<file path="src/rtl/reset_sequencer_pkg.sv">
// Shared types and elaboration-time helpers for the reset sequencer.
package reset_sequencer_pkg;

  // Sequencer states: hold everything, gap before a release, wait for the
  // released domain to report ready, and finished.
  typedef enum logic [1:0] {
    HOLD     = 2'd0,
    GAP      = 2'd1,
    WAIT_RDY = 2'd2,
    DONE     = 2'd3
  } rs_state_t;

  // Index width that never collapses to zero bits for a single stage.
  function automatic int clog2_min1(input int n);
    return (n <= 2) ? 1 : $clog2(n);
  endfunction

  // Largest of three values, used to size the shared counter.
  function automatic int max3(input int a, input int b, input int c);
    int m;
    m = (a > b) ? a : b;
    return (m > c) ? m : c;
  endfunction

endpackage

</file>
<file path="src/rtl/reset_seq_cnt.sv">
// Shared up-counter with synchronous clear and a terminal-value compare.
// The terminal value is supplied per state by the sequencer, so one counter
// serves the hold time, the inter-stage gap and the ready timeout.
module reset_seq_cnt #(
  parameter int W = 4
) (
  input  logic         clk_i,
  input  logic         rst_i,
  input  logic         clr_i,
  input  logic         en_i,
  input  logic [W-1:0] term_i,
  output logic         at_term_o
);

  logic [W-1:0] cnt_q;

  // Clear has priority over count; reset and clear behave identically.
  always_ff @(posedge clk_i) begin
    if (rst_i || clr_i) begin
      cnt_q <= '0;
    end else if (en_i) begin
      cnt_q <= cnt_q + 1'b1;
    end
  end

  assign at_term_o = (cnt_q == term_i);

endmodule

</file>
<file path="src/rtl/reset_sequencer.sv">
// Releases N_STAGES reset domains one at a time in ascending order, with a
// minimum assertion time, a gap before each release and an optional per-stage
// ready handshake bounded by a timeout. A software request restarts the
// whole sequence without clearing the sticky timeout flag.
module reset_sequencer
  import reset_sequencer_pkg::*;
#(
  parameter int N_STAGES          = 3,
  parameter int MIN_ASSERT_CYCLES = 4,
  parameter int STAGE_GAP_CYCLES  = 2,
  parameter int TIMEOUT_CYCLES    = 8
) (
  input  logic                               i_clk,
  input  logic                               i_rst,
  input  logic                               i_sw_rst_req,
  input  logic [N_STAGES-1:0]                i_stage_ready,
  output logic [N_STAGES-1:0]                o_rst_n,
  output logic                               o_all_released,
  output logic                               o_timeout_err,
  output logic [clog2_min1(N_STAGES)-1:0]    o_stage_idx
);

  localparam int IDX_W = clog2_min1(N_STAGES);
  localparam int CNT_W = $clog2(max3(MIN_ASSERT_CYCLES, STAGE_GAP_CYCLES,
                                     TIMEOUT_CYCLES) + 1);

  // Terminal values: the counter starts at 0, so a wait of N edges ends at N-1.
  localparam logic [CNT_W-1:0] MIN_TERM = CNT_W'(MIN_ASSERT_CYCLES - 1);
  localparam logic [CNT_W-1:0] GAP_TERM = CNT_W'(STAGE_GAP_CYCLES - 1);
  localparam logic [CNT_W-1:0] TO_TERM  =
    CNT_W'((TIMEOUT_CYCLES > 0) ? (TIMEOUT_CYCLES - 1) : 0);
  localparam logic [IDX_W-1:0] LAST_IDX = IDX_W'(N_STAGES - 1);

  rs_state_t            state_q, state_d;
  logic [IDX_W-1:0]     idx_q, idx_d;
  logic [N_STAGES-1:0]  rst_n_q, rst_n_d;
  logic                 all_rel_q, all_rel_d;
  logic                 err_q, err_d;

  logic                 cnt_clr;
  logic                 cnt_en;
  logic [CNT_W-1:0]     cnt_term;
  logic                 cnt_at_term;
  logic                 stage_done;

  reset_seq_cnt #(
    .W (CNT_W)
  ) u_cnt (
    .clk_i     (i_clk),
    .rst_i     (i_rst),
    .clr_i     (cnt_clr),
    .en_i      (cnt_en),
    .term_i    (cnt_term),
    .at_term_o (cnt_at_term)
  );

  // State register.
  always_ff @(posedge i_clk) begin
    if (i_rst) begin
      state_q <= HOLD;
    end else begin
      state_q <= state_d;
    end
  end

  // Next-state and registered-output logic; a software request overrides
  // whatever the current state decided, except for the error flag.
  always_comb begin
    state_d    = state_q;
    idx_d      = idx_q;
    rst_n_d    = rst_n_q;
    all_rel_d  = all_rel_q;
    err_d      = err_q;
    cnt_clr    = 1'b0;
    cnt_en     = 1'b0;
    cnt_term   = MIN_TERM;
    stage_done = 1'b0;

    case (state_q)
      HOLD: begin
        cnt_term = MIN_TERM;
        if (cnt_at_term) begin
          state_d = GAP;
          cnt_clr = 1'b1;
        end else begin
          cnt_en = 1'b1;
        end
      end

      GAP: begin
        cnt_term = GAP_TERM;
        if (cnt_at_term) begin
          rst_n_d[idx_q] = 1'b1;
          state_d        = WAIT_RDY;
          cnt_clr        = 1'b1;
        end else begin
          cnt_en = 1'b1;
        end
      end

      WAIT_RDY: begin
        cnt_term = TO_TERM;
        // Ready is checked before the timeout so a same-edge ready wins.
        if ((TIMEOUT_CYCLES == 0) || i_stage_ready[idx_q]) begin
          stage_done = 1'b1;
        end else if (cnt_at_term) begin
          err_d      = 1'b1;
          stage_done = 1'b1;
        end else begin
          cnt_en = 1'b1;
        end

        if (stage_done) begin
          cnt_clr = 1'b1;
          if (idx_q == LAST_IDX) begin
            state_d   = DONE;
            all_rel_d = 1'b1;
          end else begin
            idx_d   = idx_q + 1'b1;
            state_d = GAP;
          end
        end
      end

      DONE: begin
        // Terminal: released stages are no longer monitored.
      end

      default: begin
        state_d = HOLD;
      end
    endcase

    if (i_sw_rst_req) begin
      state_d   = HOLD;
      idx_d     = '0;
      rst_n_d   = '0;
      all_rel_d = 1'b0;
      cnt_clr   = 1'b1;
      cnt_en    = 1'b0;
    end
  end

  // Output registers; only i_rst clears the sticky timeout flag.
  always_ff @(posedge i_clk) begin
    if (i_rst) begin
      idx_q     <= '0;
      rst_n_q   <= '0;
      all_rel_q <= 1'b0;
      err_q     <= 1'b0;
    end else begin
      idx_q     <= idx_d;
      rst_n_q   <= rst_n_d;
      all_rel_q <= all_rel_d;
      err_q     <= err_d;
    end
  end

  assign o_rst_n        = rst_n_q;
  assign o_all_released = all_rel_q;
  assign o_timeout_err  = err_q;
  assign o_stage_idx    = idx_q;

endmodule

</file>
<file path="config.mk">
export PLATFORM = sky130hd
export DESIGN_NAME = reset_sequencer
export DESIGN_NICKNAME = d
export VERILOG_FILES = /design/src/rtl/reset_sequencer_pkg.sv /design/src/rtl/reset_seq_cnt.sv /design/src/rtl/reset_sequencer.sv
export SDC_FILE = /design/constraint.sdc
export NUM_CORES = 1
export LEC_CHECK = 0
export CAP_MARGIN = 20
export CELL_PAD_IN_SITES_DETAIL_PLACEMENT = 1
export CELL_PAD_IN_SITES_GLOBAL_PLACEMENT = 2
export CORE_MARGIN = 2
export CORE_UTILIZATION = 25
export DETAILED_ROUTE_END_ITERATION = 7
export PLACE_DENSITY = 0.77
export SLEW_MARGIN = 20
export SYNTH_ARGS = -nofsm -noshare
export SYNTH_HDL_FRONTEND = slang
export SYNTH_HIERARCHICAL = 1
export SYNTH_SLANG_ARGS = --single-unit
</file>
<file path="constraint.sdc">
create_clock -name i_clk -period 2.4 [get_ports i_clk]
set_input_delay 0.48 -clock i_clk [delete_from_list [all_inputs] [get_ports i_clk]]
set_output_delay 0.48 -clock i_clk [all_outputs]
set_load 0.02 [all_outputs]
</file>
==> results by group <==
Synthesis
  • Register area share after synthesis: 32.4%
  • Yosys cell types: 38
  • Post-Syn Area: roughly 800 sq um
  • Post-Syn Nets: 105
  • Post-synthesis register bit count: 13
  • Post-Syn Area per Cell: 8.81 sq um
  • Syn. warnings: 6
  • Post-Syn Instances: between 90 and 100

Clock tree
  • CTS buffer count: 3
  • Postcts setup bufs: 0
  • CTS H-tree depth: 1
  • Root buf cell: clkbuf_4
  • Clk Latency, worst-skew pair: roughly 0.28 ns
  • CTS max path bufs: 2
  • # clock sinks: 13
  • CTS tree: done
  • CTS clk-pin slew, worst paths: about 0.08 ns

Route
  • Via count of the routed design: approximately 720
  • DRC viols: 0
  • First DRT Iteration DRCs: 27
  • DR pass1 iterations: 4
  • Antenna Nets Post-Route: 0
  • Wire length per cell: 12.3 microns
  • WL final: a little under 2 mm
  • Via/cell ratio: around 4.5

Global route
  • Met1 Usage GRT: ~14%
  • Pin count of the biggest net entering global routing: 10
  • M3 GR Usage: between 4 and 5%
  • GR Util All Layers: between 10% and 20%
  • Gr ovfl total: 0
  • First-pass GRT wire length: 3.31 mm
  • Initial antenna violation count: 0
  • Vias in the first global route: 739
  • Busiest layer in global routing: met2
  • Global-route met2 utilization: 21.5%

Die
  • IO Count: 13
  • Die height: 60.6 microns
  • Core box area: between 3000 and 4000 sq um
  • Die Width: a little over 60 microns
  • Die area: roughly 3700 sq um
  • Starting Density: a little over a quarter
  • Num rows: 20

Timing
  • Skew final: 0.00270 ns
  • Final worst path period share: a little over nine tenths
  • Hold Slack: 0.473 ns
  • Final Slew Violations: 0
  • Unrepaired setup endpoints after global routing: false
  • Final Hold Fails: 0
  • Min Tclk post-route: 2.27 ns
  • Final setup vio count: 0
  • Max Fclk: 441 MHz

Critical path
  • CP peak stage delay: 0.46 ns
  • CP Depth: 6
  • Nature of the critical path endpoint: flop
  • CP max FO: 2
  • Largest delay contributor family on the critical path: compound AO/OA/AOI/OAI gates
  • Setup crit start kind: input pin
  • Critical path data required time: 2.57 ns
  • Worst EP arrival: approximately 2.4 ns
  • Critical path class: input pin to flop
  • Slowest-stage cell, CP: a2111oi_2
  • FF-to-FF setup slack: about 0.21 ns
  • Buf/Inv on CP: 1
  • R2r worst-path depth: 10
  • RR Endpoint: u_cnt/cnt_q[3]$_SDFFE_PP0P_
  • R2r startpoint: state_q[1]$_SDFFE_PP0P_
  • CP cell instances: clkdlybuf4s50_1, mux2_4, a211o_1, a2111oi_2, nand4_1, mux2_1

Cells and area
  • Area delta synth->final: 34.2%
  • Ant. Diodes: 0
  • FILL cells: between 300 and 400
  • Share of cells above drive strength 1: approximately 18%
  • Final Net Count: roughly 130

Place
  • Placer Congestion: between 0.7 and 0.8
  • IO buf count: 12
  • HPWL Detailed: between 1.5 and 2 mm

Power and ir drop
  • Sw Pwr: between 90 and 100 uW
  • PwrDens: ~370 nW/um^2
  • Register share of total power: ~56%
  • Combinational power share: between 8 and 9%
  • Power, Total: a little under 400 uW
  • Sw frac: a little under a quarter
  • P_int: between 200 and 300 uW
  • Pleak: roughly 0.42 nW
  • Clock Power Share: a little over a third
  • Worst VDD drop: around 0.00023 V

Hold path
  • WHS Path Cells: 1
  • Worst Hold End: o_all_released$_SDFFE_PP0P_
  • Hold Path Class: flop to flop
  • Origin of the worst min-delay path: o_all_released$_SDFFE_PP0P_

Run
  • Number of max-cap violations: 0

Status
  • Status: finished clean
## stage by stage
step	setup TNS, ns	util [%]	cell area (sq um)	std cells	worst slack, ns
final	0	35.2	1080	158	0.131
after global placement	-0.0748	34.1	1040	154	-0.0563
after global routing	0	35.2	1080	158	0.0158
after CTS	0	35.0	1070	158	0.0676
after detailed placement	-0.342	34.1	1040	154	-0.151
after floorplan	-0.0159	-	808	91	-0.0121
## synth_stat cells
cell / n / share of area, %
o221ai_1: 1 / 1.1
nor3b_1: 1 / 0.94
nor2_1: 8 / 3.7
nand3b_1: 1 / 0.94
nor4_1: 2 / 1.6
inv_1: 8 / 3.7
a2111oi_2: 1 / 1.9
o21ba_1: 2 / 2.5
mux2i_1: 2 / 2.5
o21ai_1: 1 / 0.62
a211o_1: 1 / 1.1
mux2_1: 1 / 1.4
conb_1: 2 / 0.94
o21a_1: 1 / 0.94
o21ai_0: 1 / 0.62
o31ai_1: 1 / 0.94
xnor2_1: 1 / 1.1
nand2b_1: 1 / 0.78
clkbuf_1: 1 / 0.47
nor3_1: 1 / 0.62
nand2_1: 5 / 2.3
o311ai_2: 1 / 2.0
ha_1: 8 / 12
nand3_1: 2 / 1.2
o211ai_1: 1 / 0.94
and3b_1: 1 / 1.1
or2_1: 3 / 2.3
nand4_1: 1 / 0.78
or2_2: 1 / 0.78
a21bo_2: 1 / 1.2
nor2b_1: 1 / 0.78
mux2_4: 1 / 1.9
a21oi_1: 5 / 3.1
buf_2: 1 / 0.62
xor2_1: 4 / 4.4
or3_1: 1 / 0.78
dfxtp_1: 13 / 32
a31oi_1: 3 / 2.3
## cell families after synthesis
| logic type | after synthesis | share of synthesized area, % |
|---|---|---|
| other | 2 | 0.936 |
| and+or+nand+nor | 29 | 18.7 |
| buffers and inverters | 10 | 4.84 |
| xor gates and xnor gates | 5 | 5.46 |
| adders and majority gates | 8 | 12.5 |
| DFF | 13 | 32.4 |
| muxes | 4 | 5.77 |
| AOI/OAI and AO/OA | 20 | 19.3 |
## per-layer routing
| metal | vias up | share of wire, % |
|---|---|---|
| met1 | 336 | 45 |
| met2 | 18 | 48 |
| li1 | 360 | - |
| met5 | - | 0 |
| met3 | 4 | 5.5 |
| met4 | 0 | 1.4 |
## registers in the layout (all words and copies together), names as in the netlist
register and count:
u_cnt/cnt_q 4, o_rst_n 3, o_stage_idx 2, state_q 2, o_all_released 1, o_timeout_err 1
## placed cells by master (no fill, tap or decap), types with 3 or more instances in the layout
master            n
nor2_1            8
or2_1             3
buf_4             9
inv_1             8
ha_1              8
a21oi_1           5
a31oi_1           3
nand2_1           5
dfxtp_1          12
clkdlybuf4s50_1  12
clkbuf_4          3
xor2_1            4
## repair_timing
action                     in CTS  in global routing
setup endpoints to repair       0                  3
hold buffers                    0                  0
resized for setup               0                  2
## power groups by stage
stage / sequential, mW / clock [mW] / combinational (mW)
6_report: 0.219 / 0.140 / 0.0343
5_1_grt: 0.219 / 0.163 / 0.0373
3_5_place_dp: 0.224 / 0 / 0.0332
2_1_floorplan: 0.223 / 0 / 0.0173
4_1_cts: 0.219 / 0.149 / 0.0339
3_3_place_gp: 0.224 / 0 / 0.0326
## worst max-delay path by stage
stage	start	endpoint
5_1_grt	state_q[1]$_SDFFE_PP0P_	u_cnt/cnt_q[3]$_SDFFE_PP0P_
4_1_cts	state_q[0]$_SDFFE_PP0P_	u_cnt/cnt_q[3]$_SDFFE_PP0P_
6_report	i_stage_ready[0]	u_cnt/cnt_q[3]$_SDFFE_PP0P_
3_3_place_gp	i_stage_ready[0]	u_cnt/cnt_q[3]$_SDFFE_PP0P_
2_1_floorplan	o_stage_idx[0]$_SDFFE_PP0P_	u_cnt/cnt_q[3]$_SDFFE_PP0P_
3_5_place_dp	i_stage_ready[0]	u_cnt/cnt_q[3]$_SDFFE_PP0P_
## final cells by class
class,count,area (sq um),area share (%)
multi-input combinational,68,515,47.9
sequential,13,262,24.3
timing repair buffer,21,188,17.4
tap,44,55.1,5.12
inverter,8,30.0,2.79
clock buffer,4,26.3,2.44
Power figures use the tool's default switching activity.
